[config.mk]
export PLATFORM = sky130hd
export DESIGN_NAME = booth_div_reg_flat
export DESIGN_NICKNAME = d
export VERILOG_FILES = /design/src/rtl/booth_div_reg_if.sv /design/src/rtl/booth_div_reg.sv /design/src/flat_wrapper.sv
export SDC_FILE = /design/constraint.sdc
export NUM_CORES = 1
export LEC_CHECK = 0
export ABC_AREA = 1
export CORE_MARGIN = 5
export CORE_UTILIZATION = 30
export CTS_BUF_LIST = sky130_fd_sc_hd__clkbuf_4 sky130_fd_sc_hd__clkbuf_8
export CTS_CLUSTER_DIAMETER = 120
export DETAILED_ROUTE_END_ITERATION = 16
export PLACE_DENSITY_LB_ADDON = 0.2
export SYNTH_ARGS = -nofsm -noshare
export SYNTH_HDL_FRONTEND = slang
export SYNTH_SLANG_ARGS = --single-unit
[constraint.sdc]
create_clock -name clk -period 5.6 [get_ports clk]
set_input_delay 1.68 -clock clk [delete_from_list [all_inputs] [get_ports clk]]
set_output_delay 1.68 -clock clk [all_outputs]
set_load 0.005 [all_outputs]
[src/rtl/booth_div_reg_if.sv]
// Handshake and operand/result bundle for the sequential signed divider.
// The slave modport faces the divider; the master modport faces its client.
interface booth_div_reg_if #(
  parameter int DW = 8,
  parameter int NW = 2*DW-1
);
  logic          i_start;
  logic [NW-1:0] i_dividend;
  logic [DW-1:0] i_divisor;
  logic          o_busy;
  logic          o_done;
  logic [DW-1:0] o_quot;
  logic [DW-1:0] o_rem;
  logic          o_dbz;
  logic          o_ovf;

  modport slave (
    input  i_start, i_dividend, i_divisor,
    output o_busy, o_done, o_quot, o_rem, o_dbz, o_ovf
  );

  modport master (
    output i_start, i_dividend, i_divisor,
    input  o_busy, o_done, o_quot, o_rem, o_dbz, o_ovf
  );
endinterface

[src/rtl/booth_div_reg.sv]
// Sequential signed divider: NW-step restoring shift-subtract on magnitudes,
// then one sign-fix cycle with quotient saturation. All outputs are registered.
module booth_div_reg #(
  parameter int DW = 8,
  parameter int NW = 2*DW-1
) (
  input  logic            clk,
  input  logic            rst,
  booth_div_reg_if.slave  bus
);
  localparam int CW = $clog2(NW);
  localparam logic [NW-1:0] POS_LIM = NW'(2**(DW-1) - 1);
  localparam logic [NW-1:0] NEG_LIM = NW'(2**(DW-1));
  localparam logic [DW-1:0] Q_MAX   = {1'b0, {(DW-1){1'b1}}};
  localparam logic [DW-1:0] Q_MIN   = {1'b1, {(DW-1){1'b0}}};

  typedef enum logic [1:0] {IDLE, CALC, FIX} state_e;

  state_e        state_q, state_d;
  logic [CW-1:0] cnt_q, cnt_d;
  // Dividend magnitude shifts out at the top while quotient bits enter at the bottom.
  logic [NW-1:0] dvd_q, dvd_d;
  logic [DW:0]   part_q, part_d;
  logic [DW-1:0] dsr_q, dsr_d;
  logic          sn_q, sn_d, sd_q, sd_d;
  logic          busy_q, busy_d, done_q, done_d;
  logic [DW-1:0] quot_q, quot_d, rem_q, rem_d;
  logic          dbz_q, dbz_d, ovf_q, ovf_d;

  logic [DW:0]   shifted;
  logic [DW:0]   diff;
  logic          qneg;
  logic          ovf_fix;

  always_comb begin
    // NOTE: every always_comb target gets a default first so no path leaves it unassigned (no latch).
    state_d = state_q;
    cnt_d   = cnt_q;
    dvd_d   = dvd_q;
    part_d  = part_q;
    dsr_d   = dsr_q;
    sn_d    = sn_q;
    sd_d    = sd_q;
    done_d  = 1'b0;
    quot_d  = quot_q;
    rem_d   = rem_q;
    dbz_d   = dbz_q;
    ovf_d   = ovf_q;

    shifted = {part_q[DW-1:0], dvd_q[NW-1]};
    diff    = shifted - {1'b0, dsr_q};
    qneg    = sn_q ^ sd_q;
    ovf_fix = qneg ? (dvd_q > NEG_LIM) : (dvd_q > POS_LIM);

    unique case (state_q)
      IDLE: begin
        if (bus.i_start) begin
          if (bus.i_divisor == '0) begin
            quot_d = '0;
            rem_d  = '0;
            dbz_d  = 1'b1;
            ovf_d  = 1'b0;
            done_d = 1'b1;
          end else begin
            sn_d    = bus.i_dividend[NW-1];
            sd_d    = bus.i_divisor[DW-1];
            dvd_d   = bus.i_dividend[NW-1] ? ({NW{1'b0}} - bus.i_dividend) : bus.i_dividend;
            dsr_d   = bus.i_divisor[DW-1]  ? ({DW{1'b0}} - bus.i_divisor)  : bus.i_divisor;
            part_d  = '0;
            cnt_d   = '0;
            state_d = CALC;
          end
        end
      end
      CALC: begin
        if (shifted >= {1'b0, dsr_q}) begin
          part_d = diff;
          dvd_d  = {dvd_q[NW-2:0], 1'b1};
        end else begin
          part_d = shifted;
          dvd_d  = {dvd_q[NW-2:0], 1'b0};
        end
        cnt_d = cnt_q + CW'(1);
        if (cnt_q == CW'(NW-1)) state_d = FIX;
      end
      FIX: begin
        if (ovf_fix)   quot_d = qneg ? Q_MIN : Q_MAX;
        else if (qneg) quot_d = {DW{1'b0}} - dvd_q[DW-1:0];
        else           quot_d = dvd_q[DW-1:0];
        // The partial remainder is below |divisor| <= 128, so its low DW bits hold it exactly.
        rem_d   = sn_q ? ({DW{1'b0}} - part_q[DW-1:0]) : part_q[DW-1:0];
        ovf_d   = ovf_fix;
        dbz_d   = 1'b0;
        done_d  = 1'b1;
        state_d = IDLE;
      end
      default: state_d = IDLE;
    endcase

    busy_d = (state_d != IDLE);
  end

  // NOTE: sequential state uses non-blocking assignments so every flop samples pre-edge values.
  always_ff @(posedge clk or posedge rst) begin
    // NOTE: these are plain registers, not a memory array, so each one is reset to a known value.
    if (rst) begin
      state_q <= IDLE;
      cnt_q   <= '0;
      dvd_q   <= '0;
      part_q  <= '0;
      dsr_q   <= '0;
      sn_q    <= 1'b0;
      sd_q    <= 1'b0;
      busy_q  <= 1'b0;
      done_q  <= 1'b0;
      quot_q  <= '0;
      rem_q   <= '0;
      dbz_q   <= 1'b0;
      ovf_q   <= 1'b0;
    end else begin
      state_q <= state_d;
      cnt_q   <= cnt_d;
      dvd_q   <= dvd_d;
      part_q  <= part_d;
      dsr_q   <= dsr_d;
      sn_q    <= sn_d;
      sd_q    <= sd_d;
      busy_q  <= busy_d;
      done_q  <= done_d;
      quot_q  <= quot_d;
      rem_q   <= rem_d;
      dbz_q   <= dbz_d;
      ovf_q   <= ovf_d;
    end
  end

  assign bus.o_busy = busy_q;
  assign bus.o_done = done_q;
  assign bus.o_quot = quot_q;
  assign bus.o_rem  = rem_q;
  assign bus.o_dbz  = dbz_q;
  assign bus.o_ovf  = ovf_q;
endmodule

[src/flat_wrapper.sv]
// flat-port wrapper written by rule: the top's interface ports become plain ports
module booth_div_reg_flat 
#(
  parameter int DW = 8,
  parameter int NW = 2*DW-1
)
  (clk, rst, bus_i_start, bus_i_dividend, bus_i_divisor, bus_o_busy, bus_o_done, bus_o_quot, bus_o_rem, bus_o_dbz, bus_o_ovf);
  booth_div_reg_if #(.DW(DW), .NW(NW)) bus_i ();
  input  logic clk;
  input  logic rst;
  input wire logic [$bits(bus_i.i_start)-1:0] bus_i_start;
  input wire logic [$bits(bus_i.i_dividend)-1:0] bus_i_dividend;
  input wire logic [$bits(bus_i.i_divisor)-1:0] bus_i_divisor;
  output wire logic [$bits(bus_i.o_busy)-1:0] bus_o_busy;
  output wire logic [$bits(bus_i.o_done)-1:0] bus_o_done;
  output wire logic [$bits(bus_i.o_quot)-1:0] bus_o_quot;
  output wire logic [$bits(bus_i.o_rem)-1:0] bus_o_rem;
  output wire logic [$bits(bus_i.o_dbz)-1:0] bus_o_dbz;
  output wire logic [$bits(bus_i.o_ovf)-1:0] bus_o_ovf;
  assign bus_i.i_start = bus_i_start;
  assign bus_i.i_dividend = bus_i_dividend;
  assign bus_i.i_divisor = bus_i_divisor;
  assign bus_o_busy = bus_i.o_busy;
  assign bus_o_done = bus_i.o_done;
  assign bus_o_quot = bus_i.o_quot;
  assign bus_o_rem = bus_i.o_rem;
  assign bus_o_dbz = bus_i.o_dbz;
  assign bus_o_ovf = bus_i.o_ovf;
  booth_div_reg #(.DW(DW), .NW(NW)) u_core (.clk(clk), .rst(rst), .bus(bus_i));
endmodule
==> metrics list <==
- Fraction of final layout cells with drive strength greater than 1: a little under 8%
- Post-detailed-route count of antenna-violating nets: 0
* Detailed placer's ending HPWL: 7670 µm
- Total Die Area: between 15,000 and 20,000 µm²
- In the final design database the tool counted ~650 nets.
* Post-route DRC violation count: 0
- The startpoint identified for the worst hold timing path is u_core.bus.o_quot[5].
- By area, the combinational part of the netlist is dominated by simple AND/OR/NAND/NOR gates.
- CTS saw 59 sinks.
* Multiplexer area fraction after synthesis: 0%
* Mapped Area: approximately 4000 µm²
- Post-synthesis async set-or-reset flop share: between 90% and 100%
- Buffers inserted during post-CTS setup optimization: 0
- PostCTS Resize Cnt: 0
* Overall power after layout: 2.55 mW
- Worst Setup End Kind: flop
- Clock-pin slew on the worst setup and hold paths: roughly 0.07 ns
- For the pin with the worst max-slew slack, the measured transition is 0.818 ns.
- After routing, the total negative slack on setup checks comes to 0 ns.
* Number of design-rule violations left by the first detailed-router iteration: 265
- Simple-gate share of the synthesized area: about a third
* Initial Utilization: 30.3%
- The number of slew-limit violations in the final report was 0.
- Remaining global-route overflow: 0
- VDD IR-drop max: 0.148 mV
- The repair_antennas step left the layout with diodes totalling 0.
- Together, buffers and inverters on the worst path number 2.
* Most frequently used cell type in the post-synthesis netlist: sky130_fd_sc_hd__nand2_1
- Synthesis instantiated 40 different standard cells from the library.
* Average instance area after synthesis: roughly 7.1 µm²
- Input and output buffers added on the ports amount to 45.
* Post-detailed-route via-to-cell ratio: 4.64
* Highest attainable clock frequency: slightly above 0.3 GHz
* Die height: 125 µm
- The area growth from synthesis to layout is 20.8%.
- In this run the register-to-register setup slack is 3.10 ns.
- Among all stages on the critical path, the largest delay is contributed by sky130_fd_sc_hd__clkdlybuf4s50_1.
* Adder and majority gate portion of the synthesized area: approximately 5.2%
* Die width: about 130 µm
* Via Count: 3,646
* Area share of xor/xnor cells in the synthesized design: ~3.3%
- The flow ran to the end, and the final reports show no timing, DRC or antenna violations.
- Worst hold-check slack: between 0.4 and 0.5 ns
- After synthesis the netlist holds a flip-flop and latch count of roughly 60.
- Global routing used roughly an eighth of the available tracks across all layers.
- Entering global routing, the biggest net connects 32 pins.
- Traced cell by cell, the critical path runs through clkdlybuf4s50_1, inv_1, ha_1, nand2_1, nor2_2, nand2_2, nand4_2, o21ai_0, o21ai_0, nand2_1.
- The number of antenna violations at the first check in global routing came to 0.
- Routability-driven placement finished with a final weighted congestion of 0.791.
- Startpoint type of the worst setup path: input pin
- Row count: 42
- Capture endpoint of the worst hold path: u_core.bus.o_quot[5]
* Depth of the worst register-to-register path: 6
- Clock insertion delay at the later pin of the skew report: 0.33 ns
- Hold repair after CTS inserted 0 buffers.
- Synthesis handed over a netlist of between 500 and 600 instances.
- Dividing total power by cell area gives a power density of 531 nW/µm².
- Data arrival time of the critical path: between 3 and 4 ns
- Count of yosys warnings during synthesis: 0
- Endpoint of the lowest-slack register-to-register path: u_core.dvd_q[6]
- Period utilisation layout: 57.6%
* Gate family responsible for the most delay along the worst path: simple AND/OR/NAND/NOR gates
* Post-synthesis cell type with the largest combined area: sky130_fd_sc_hd__dfrtp_1
* Filler cells: approximately 1.4k
* Leakage power summed over all cells: 2.31 nW
* Kind of critical path: in2reg
* CP peak stage delay: approximately 0.48 ns
- Setup violations remaining at the end of the flow were counted as 0.
- Initial DRT Pass Iterations: 5
* Crit path max fanout: 19
- The first global-routing pass estimated roughly 17,000 µm of wire.
- The number of global-route vias before repair came to between 3k and 4k.
* Path category of the worst min-delay check: reg2reg
- In this run the standard cell core region covers between 10,000 and 15,000 µm².
- TritonCTS created 9 clock buffers.
* Clock Path Buffers: 2
* Hold depth: 2
- Wirelength, routed: about 9800 µm
* CTS tree: yes
- For the worst setup path, the data required time is between 5 and 6 ns.
- The synthesized netlist devotes 10.8% of its cell area to compound gates.
- The number of nets handed over by synthesis was 600.
* EDFF count, synth: 0
- H-Tree Level Count: 3
- Startpoint of the most critical register-to-register path: u_core.state_q[0]
- For the finished layout, the period the worst path requires is about 3.2 ns.
- By area the synthesized netlist is led by sky130_fd_sc_hd__dfrtp_1, sky130_fd_sc_hd__nand2_1, sky130_fd_sc_hd__inv_1.
- Summing the sequential cell areas from Yosys gives approximately 37% of the chip area.
* Worst slew margin relative to its limit: 45.3%
- Flip-flop cell with the highest count after synthesis: sky130_fd_sc_hd__dfrtp_1
- Setup repair after global routing missed its margin: no
- The final count of hold timing violations is 0.
- Launching element of the worst setup path: bus_i_divisor[0]
* Maxcap violations: 0
- The clock arrives with 0.0102 ns of skew.
* Post-synth top cells: sky130_fd_sc_hd__nand2_1, sky130_fd_sc_hd__inv_1, sky130_fd_sc_hd__dfrtp_1, sky130_fd_sc_hd__nand3_1, sky130_fd_sc_hd__o21ai_0
* Number of primary I/O pins: 46
- Average wire per standard cell: around 12 µm
- Clock tree synthesis selected as its root buffer the cell sky130_fd_sc_hd__clkbuf_8.
* Yosys top cell area share: 37.1%
==> power breakdown <==
part,leakage (nW),internal [mW],switching (mW)
logic,1.48,0.530,0.817
clock network,0.117,0.273,0.166
registers,0.718,0.601,0.166
==> cell type report <==
| class | count | area [µm²] | share of cell area [%] |
|---|---|---|---|
| clock buffers | 12 | 153 | 3.18 |
| clock inverters | 4 | 73.8 | 1.54 |
| repair buffers | 47 | 465 | 9.69 |
| inverters | 72 | 275 | 5.73 |
| flip-flops and latches | 59 | 1480 | 30.7 |
| multi-input cells | 416 | 2140 | 44.5 |
| well taps | 176 | 220 | 4.58 |
==> cells by family (layout without fill, tap and decap cells) <==
family                     after synthesis  in the layout
DFF                                     59             59
adders and majority gates               16             16
AOI/OAI and AO/OA                       80             80
and+or+nand+nor                        305            305
buffers and inverters                   83            135
xor gates and xnor gates                15             15
==> layout by cell type (no fill, tap or decap), drive strengths merged <==
cell type      count
a21oi             19
buf                2
bufinv             2
clkbuf            12
clkdlybuf4s50     45
clkinv             3
dfrtp             59
fa                 1
ha                15
inv               71
nand2            187
nand3             48
nand3b             1
nand4             15
nor2              42
nor3              10
o211ai             1
o21ai             55
o22ai              3
o31ai              2
or2                1
or3                1
xnor2              3
xor2              12
==> stage by stage <==
step	setup WS (ns)	instances	area, µm²	util [%]
floorplan	2.46	558	3980	-
global placement	2.07	770	4580	34.8
detailed placement	2.03	770	4580	34.8
CTS	2.38	786	4800	36.6
global route	2.16	786	4800	36.6
finish	2.37	786	4800	36.6
==> state kept, by name (all words and copies together), names as in the netlist <==
| register | count |
|---|---|
| u_core.state_q | 2 |
| u_core.bus.o_quot | 8 |
| u_core.dvd_q | 15 |
| u_core.cnt_q | 4 |
| u_core.bus.o_busy | 1 |
| u_core.bus.o_dbz | 1 |
| u_core.bus.o_ovf | 1 |
| u_core.dsr_q | 8 |
| u_core.bus.o_rem | 8 |
| u_core.part_q | 8 |
| u_core.sn_q | 1 |
| u_core.bus.o_done | 1 |
| u_core.sd_q | 1 |
==> metal layers <==
layer  wire length [µm]  GRT usage (%)  vias up
li1                   -              -     1894
met5                  0              0        -
met2               4350           19.6       90
met1               4760           18.4     1654
met4                101           3.06        0
met3                548           2.69        8
==> worst max path at each step <==
| stage | endpoint | slack [ns] | depth (start not counted) |
|---|---|---|---|
| finish | u_core.dvd_q[8] | 2.37 | 10 |
| global route | u_core.dvd_q[8] | 2.16 | 10 |
| CTS | u_core.dvd_q[8] | 2.38 | 10 |
| global placement | u_core.dvd_q[4] | 2.07 | 9 |
| detailed placement | u_core.dvd_q[8] | 2.03 | 10 |
| floorplan | u_core.bus.o_busy | 2.46 | 1 |
==> worst min-delay path, stage by stage, from the launching register on <==
cell,delay (ns)
sky130_fd_sc_hd__dfrtp_1,0.34
sky130_fd_sc_hd__nand2_1,0.05
sky130_fd_sc_hd__nand2_1,0.05
No activity file was read; power rests on OpenSTA's default activity.
